### src/rtl/luna_top.sv
// ----------------------------------------------------------------------------
// luna_top
// Board top level: divides the raw board clock into a pixel-enable tick,
// generates 640x480@60 VGA timing with a 12-bit RGB test pattern, and shows a
// 16-bit frame counter on the LEDs as a liveness indicator.
//
// Ports
//   raw_clk  in   1   board clock (100 MHz), the only clock in the design
//   rst      in   1   asynchronous, active-high reset
//   leds     out  16  frame counter
//   hsync    out  1   horizontal sync, active-low
//   vsync    out  1   vertical sync, active-low
//   red      out  4   red intensity
//   green    out  4   green intensity
//   blue     out  4   blue intensity
//
// All outputs come straight from flops. Sync and colour registers update only
// on the pixel tick and are computed from the pre-increment counters, so they
// trail the counters by exactly one pixel tick.
// ----------------------------------------------------------------------------
module luna_top #(
    parameter int CLK_DIV   = 4,
    parameter int H_VISIBLE = 640,
    parameter int H_FRONT   = 16,
    parameter int H_SYNC    = 96,
    parameter int H_BACK    = 48,
    parameter int V_VISIBLE = 480,
    parameter int V_FRONT   = 10,
    parameter int V_SYNC    = 2,
    parameter int V_BACK    = 33
) (
    input  logic        raw_clk,
    input  logic        rst,
    output logic [15:0] leds,
    output logic        hsync,
    output logic        vsync,
    output logic [3:0]  red,
    output logic [3:0]  green,
    output logic [3:0]  blue
);

    localparam int H_TOTAL = H_VISIBLE + H_FRONT + H_SYNC + H_BACK;
    localparam int V_TOTAL = V_VISIBLE + V_FRONT + V_SYNC + V_BACK;

    // Counters are at least 8 bits wide so the [7:4] pattern slice always
    // exists; +1 leaves room for window ends equal to the total.
    localparam int H_W = ($clog2(H_TOTAL + 1) > 8) ? $clog2(H_TOTAL + 1) : 8;
    localparam int V_W = ($clog2(V_TOTAL + 1) > 8) ? $clog2(V_TOTAL + 1) : 8;
    localparam int DIV_W = (CLK_DIV > 1) ? $clog2(CLK_DIV) : 1;

    localparam logic [DIV_W-1:0] DIV_LAST = DIV_W'(CLK_DIV - 1);
    localparam logic [H_W-1:0]   H_LAST   = H_W'(H_TOTAL - 1);
    localparam logic [V_W-1:0]   V_LAST   = V_W'(V_TOTAL - 1);
    localparam logic [H_W-1:0]   H_VIS    = H_W'(H_VISIBLE);
    localparam logic [V_W-1:0]   V_VIS    = V_W'(V_VISIBLE);
    localparam logic [H_W-1:0]   HS_START = H_W'(H_VISIBLE + H_FRONT);
    localparam logic [H_W-1:0]   HS_END   = H_W'(H_VISIBLE + H_FRONT + H_SYNC);
    localparam logic [V_W-1:0]   VS_START = V_W'(V_VISIBLE + V_FRONT);
    localparam logic [V_W-1:0]   VS_END   = V_W'(V_VISIBLE + V_FRONT + V_SYNC);

    logic [DIV_W-1:0] div_q, div_d;
    logic [H_W-1:0]   h_q, h_d;
    logic [V_W-1:0]   v_q, v_d;
    logic [15:0]      frame_q, frame_d;
    logic             hsync_q, hsync_d;
    logic             vsync_q, vsync_d;
    logic [3:0]       red_q, red_d;
    logic [3:0]       green_q, green_d;
    logic [3:0]       blue_q, blue_d;

    logic tick;
    logic h_last;
    logic v_last;
    logic visible;

    // With CLK_DIV=1 the divider stays at 0 and tick is permanently high.
    assign tick    = (div_q == DIV_LAST);
    assign h_last  = (h_q == H_LAST);
    assign v_last  = (v_q == V_LAST);
    assign visible = (h_q < H_VIS) && (v_q < V_VIS);

    always_comb begin
        div_d   = tick ? '0 : div_q + 1'b1;
        h_d     = h_q;
        v_d     = v_q;
        frame_d = frame_q;
        hsync_d = hsync_q;
        vsync_d = vsync_q;
        red_d   = red_q;
        green_d = green_q;
        blue_d  = blue_q;

        if (tick) begin
            h_d = h_last ? '0 : h_q + 1'b1;
            if (h_last) begin
                v_d = v_last ? '0 : v_q + 1'b1;
            end
            if (h_last && v_last) begin
                frame_d = frame_q + 16'd1;
            end

            // Decoded from the counters as they stand before this tick's
            // increment, giving the fixed one-tick output latency.
            hsync_d = !((h_q >= HS_START) && (h_q < HS_END));
            vsync_d = !((v_q >= VS_START) && (v_q < VS_END));
            if (visible) begin
                red_d   = h_q[7:4];
                green_d = v_q[7:4];
                blue_d  = frame_q[3:0];
            end else begin
                red_d   = 4'd0;
                green_d = 4'd0;
                blue_d  = 4'd0;
            end
        end
    end

    always_ff @(posedge raw_clk or posedge rst) begin
        if (rst) begin
            div_q   <= '0;
            h_q     <= '0;
            v_q     <= '0;
            frame_q <= 16'd0;
            hsync_q <= 1'b1;
            vsync_q <= 1'b1;
            red_q   <= 4'd0;
            green_q <= 4'd0;
            blue_q  <= 4'd0;
        end else begin
            div_q   <= div_d;
            h_q     <= h_d;
            v_q     <= v_d;
            frame_q <= frame_d;
            hsync_q <= hsync_d;
            vsync_q <= vsync_d;
            red_q   <= red_d;
            green_q <= green_d;
            blue_q  <= blue_d;
        end
    end

    assign leds  = frame_q;
    assign hsync = hsync_q;
    assign vsync = vsync_q;
    assign red   = red_q;
    assign green = green_q;
    assign blue  = blue_q;

endmodule

### config.mk
export PLATFORM = sky130hd
export DESIGN_NAME = luna_top
export DESIGN_NICKNAME = d
export VERILOG_FILES = /design/src/rtl/luna_top.sv
export SDC_FILE = /design/constraint.sdc
export NUM_CORES = 1
export LEC_CHECK = 0
export CAP_MARGIN = 30
export CORE_ASPECT_RATIO = 0.8
export CORE_UTILIZATION = 59
export CTS_CLUSTER_DIAMETER = 30
export DETAILED_ROUTE_END_ITERATION = 16
export HOLD_SLACK_MARGIN = 0.08
export PLACE_DENSITY = 0.87
export REMOVE_ABC_BUFFERS = 1
export SKIP_CTS_REPAIR_TIMING = 1
export SYNTH_ARGS = -nofsm -noshare
export SYNTH_HDL_FRONTEND = slang
export SYNTH_SLANG_ARGS = --single-unit
### constraint.sdc
create_clock -name raw_clk -period 5.2 [get_ports raw_clk]
set_input_delay 0.52 -clock raw_clk [delete_from_list [all_inputs] [get_ports raw_clk]]
set_output_delay 0.52 -clock raw_clk [all_outputs]
set_load 0.01 [all_outputs]
# == After elaboration in Yosys (flattened, before gate mapping) ==
# Cells that the tools add are included.
# word_totals
ff_bits,52
output_inout_bits,30
in_bits,2
# classes
eq_ne,3
n_addsub,4
n_reduce_logical,8
order_cmp,6
mux,6
# ops
op,n
"10-bit by 1-bit adder with 10-bit output, second input constant",2
"10-bit == test, second input constant",2
"10-bit less-than comparator, second input constant",2
"10-bit by 9-bit less-than comparator with 1-bit output, second input constant",2
10-bit two-way mux,2
"16-bit by 1-bit adder with 16-bit output, second input constant",1
4-bit two-way mux,3
"10-bit greater-or-equal comparator, second input constant",1
"10-bit by 9-bit greater-or-equal comparator with 1-bit output, second input constant",1
1-bit logical AND,4
2-bit AND reduction,2
"2-bit by 1-bit adder with 2-bit output, second input constant",1
"2-bit == test, second input constant",1
1-bit zero test,2
2-bit two-way mux,1

# == Depth between registers and ports, before layout ==
# logic_depth
word_depth,3
ltp_mapped,8
mapped_depth_nobuf,6

# == Least setup slack after synthesis ==
# OpenSTA, ideal clock, no wires.
# synth_timing
path_kind,register to register
start,register v_q[5]
end,register frame_q[1] (netlist: leds[1])
setup_ns,0.125
path_slack_ns,3.286
n_path_buf,1
stages_incl_launch_ff,6
required_time_ns,5.075
arrival_time_ns,1.789
period_less_slack_ns,1.914
path_cell_list,dfrtp_1 or3_1 or4_1 buf_6 nor2_4 mux2_2
# synth_between
elab_chain_len,3
# synth_rtl
item,line_no,text
start: declaration,63,"logic [V_W-1:0] v_q, v_d;"
start signal: assignment,132,v_q <= v_d;
10-bit == test,79,assign v_last = (v_q == V_LAST);
1-bit logical AND,98,if (h_last && v_last) begin
2-bit AND reduction (no source line),-,
end signal: assignment,133,frame_q <= frame_d;
end: declaration,64,"logic [15:0] frame_q, frame_d;"
# No other way between the ends.
# A chain may end at the register's enable or synchronous reset.

# == Worst setup path in the final report ==
# layout_timing
start,register div_q[0]
end,register frame_q[9] (netlist: leds[9])
# layout_between
elab_chain_len,2
# layout_rtl
item,line_no,text
start: declaration,61,"logic [DIV_W-1:0] div_q, div_d;"
start signal: assignment,130,div_q <= div_d;
2-bit == test,77,assign tick = (div_q == DIV_LAST);
2-bit AND reduction (no source line),-,
# No other way between the ends.

==> results.sh <==
export IMPL_core_sq_um=3930
export IMPL_holdWs_ps=426
export IMPL_finalMaxSlewViolations=0
export IMPL_min_period_over_period=0.492
export IMPL_maxCapViolations=0
export IMPL_finalSetupViolCount=0
export IMPL_antennaDiodeCount=0
export IMPL_numCtsBuffers=5
export IMPL_num_fill_cells=276
export IMPL_synth_xor_area_share=0.102
export IMPL_netlist_instances=238
export IMPL_layout_drive_gt1_share=0.0902
export IMPL_vias=1833
export IMPL_vias_per_cell=5.71
export IMPL_ys_ff_latch=52
export IMPL_place_ws_ps=2680
export IMPL_port_buffers=31
export IMPL_start_kind="flop"
export IMPL_cts_tree="built"
export IMPL_fin_tns_setup_ps=0
export IMPL_die_x_microns=74.7
export IMPL_grt_overflow_total=0
export IMPL_drcViolationCount=0
export IMPL_reg2reg_depth=5
export IMPL_grt_antenna_before_repair=0
export IMPL_stdcell_area_sq_um=2920
export IMPL_synth_top_family_by_area="simple AND/OR/NAND/NOR gates"
export IMPL_clock_sinks=52
export IMPL_wire_per_inst_microns=15.5
export IMPL_root_buffer="clkbuf_8"
export IMPL_final_hold_violation_count=0
export IMPL_pin_count=32
export IMPL_dpl_cell_count=313
export IMPL_wirelength_microns=4990
export IMPL_rows=20
export IMPL_rrSetupSlack_ps=2640
export IMPL_muxShareOfSynthArea=0.00853
export IMPL_synth_compound_area_frac=0.0532
export IMPL_synthToLayoutAreaGrowth_pct=17.3
export IMPL_dp_hpwl_microns=3570
export IMPL_powerDensity_nw_per_um2=235
export IMPL_fin_ws_ps=2640
export IMPL_outcome="finished, final reports clean"
export IMPL_start_util=0.634
export IMPL_finClkSkew_ps=14.2
export IMPL_final_antenna_net_count=0
export IMPL_rsz0062_at_grt="false"
export IMPL_multiInputGateArea_sq_um=1030
export IMPL_synth_top_cell_area_share=0.502
export IMPL_utilization=0.744
export IMPL_path_clk_slew_ps=90
export IMPL_leakage_nw=1.29
export IMPL_worstSkewPairLatency_ps=310
export IMPL_track_usage=0.256
export IMPL_worst_pin_slew_ps=786
export IMPL_dieArea_sq_um=4490
export IMPL_ir_drop_v=0.000177
export IMPL_yosysTopAreaCell="dfrtp_1"
export IMPL_relSlewSlack=0.476
export IMPL_seq_area_frac_synth=0.523
export IMPL_critPathKind="flop to flop"
export IMPL_synth_edf_count=0
export IMPL_nNetsFinal=273
export IMPL_synthFlopType="dfrtp_1"
export IMPL_grt_max_degree=28
export IMPL_hold_depth=1
export IMPL_rr_endpoint="leds[9]$_DFFE_PP0P_"
export IMPL_report_power_total_mw=0.687
export IMPL_final_min_clock_period_ps=2560
export IMPL_max_freq_mhz=391
export IMPL_grt_pass1_wl_microns=8370
export IMPL_hp_class="flop to flop"
export IMPL_cp_arrival_ps=2790
export IMPL_cts_htree_levels=2
export IMPL_cts_buffer_depth=2
export IMPL_syn_area_sq_um=2490
export IMPL_yosys_warnings=0
export IMPL_synth_area_leaders="dfrtp_1 (50%), xor2_1 (6.3%), o21ai_0 (4.0%)"
export IMPL_cp_required_ps=5430
export IMPL_finalNonFillerCells=321
export IMPL_drtIter0Drc=140
export IMPL_synth_cell_types=34
export IMPL_die_height_microns=60.1
export IMPL_syn_mean_instance_area_sq_um=10.5
export IMPL_hp_start="div_q[0]$_DFF_PP0_"
export IMPL_grt_pass1_vias=1768
export IMPL_synthAdderAreaFrac=0.0301
export IMPL_min_to="div_q[0]$_DFF_PP0_"
export IMPL_r2r_start="div_q[0]$_DFF_PP0_"
export IMPL_async_flop_share=1.00
export IMPL_first_pass_iters=4
export IMPL_worstPathMaxFanout=26
export IMPL_gp_congestion=0.899
export IMPL_seq_area_sq_um=1300
export IMPL_crit_path_end_kind="flop"
export IMPL_cp_startpoint="div_q[0]$_DFF_PP0_"
export IMPL_synth_simple_area_share=0.220
export IMPL_placed_area_sq_um=2810
[worst max-delay path by stage]
stage,to,slack [ps],cells past startpoint
finish,leds[9]$_DFFE_PP0P_,2640,5
CTS,leds[9]$_DFFE_PP0P_,2650,5
global placement,leds[15]$_DFFE_PP0P_,2840,5
floorplan,leds[1]$_DFFE_PP0P_,3030,4
detailed placement,leds[9]$_DFFE_PP0P_,2680,5
global route,leds[9]$_DFFE_PP0P_,2360,5
[final cells by class]
type	instances	area share
sequential	52	0.446
multi-input combinational	153	0.353
timing repair buffer	32	0.113
inverter	21	0.0270
clock buffer	5	0.0235
tap	55	0.0235
clock inverter	3	0.0145
[layout by cell type (no fill, tap or decap), types with 2 or more instances in the layout]
master	instances
dfrtp_1	50
clkdlybuf4s50_1	31
inv_1	20
o21ai_0	20
nand2_1	20
xor2_1	18
nand4_1	13
nor2_1	11
xnor2_1	11
nand3_1	10
and4_1	6
and3_1	6
nor3_2	6
ha_1	6
nor3_1	5
clkbuf_8	5
a21oi_1	3
and4b_1	2
or3_1	2
nor4_2	2
dfstp_2	2
[critical path: stages, from the launching register on]
cell and delay, ps:
dfrtp_1 350, ha_1 650, and4_1 510, nand4_1 390
nor3_1 400, xor2_1 180
[report_power, final]
group / total (mW) / switching [mW] / internal [mW] / leakage, nW
combinational: 0.00993 / 0.00770 / 0.00222 / 0.530
clock: 0.273 / 0.131 / 0.142 / 0.0541
sequential: 0.404 / 0 / 0.404 / 0.705
[cells by family after synthesis]
| group | Yosys count |
|---|---|
| multiplexers | 2 |
| adder cells (fa/ha/maj) | 6 |
| AND/OR/NAND/NOR | 91 |
| AO/OA/AOI/OAI | 25 |
| XOR/XNOR | 29 |
| buffers and inverters | 33 |
| flip-flops | 52 |
[state kept, by name, indices dropped and copies added (netlist names)]
signal / cells
blue: 4
div_q: 2
green: 4
h_q: 10
hsync: 1
leds: 16
red: 4
v_q: 10
vsync: 1
[cells in the mapped netlist (2+ instances only)]
cell	instances
nand3_1	10
and3_1	6
nor4_2	2
or3_1	2
nor2_1	11
xnor2_1	11
dfrtp_1	50
clkbuf_1	8
nor3_1	5
nand2_1	20
buf_6	3
o21ai_0	20
ha_1	6
xor2_1	18
dfstp_2	2
nor3_2	6
a21oi_1	3
nand4_1	13
and4_1	6
inv_1	21
and4b_1	2
[metal layers]
layer,part of all wire,vias to the layer above,track usage
li1,-,858,-
met1,0.46,897,0.358
met2,0.47,66,0.384
met3,0.044,12,0.0506
met4,0.020,0,0.124
met5,0,-,0
(Power assumes the default switching activity.)
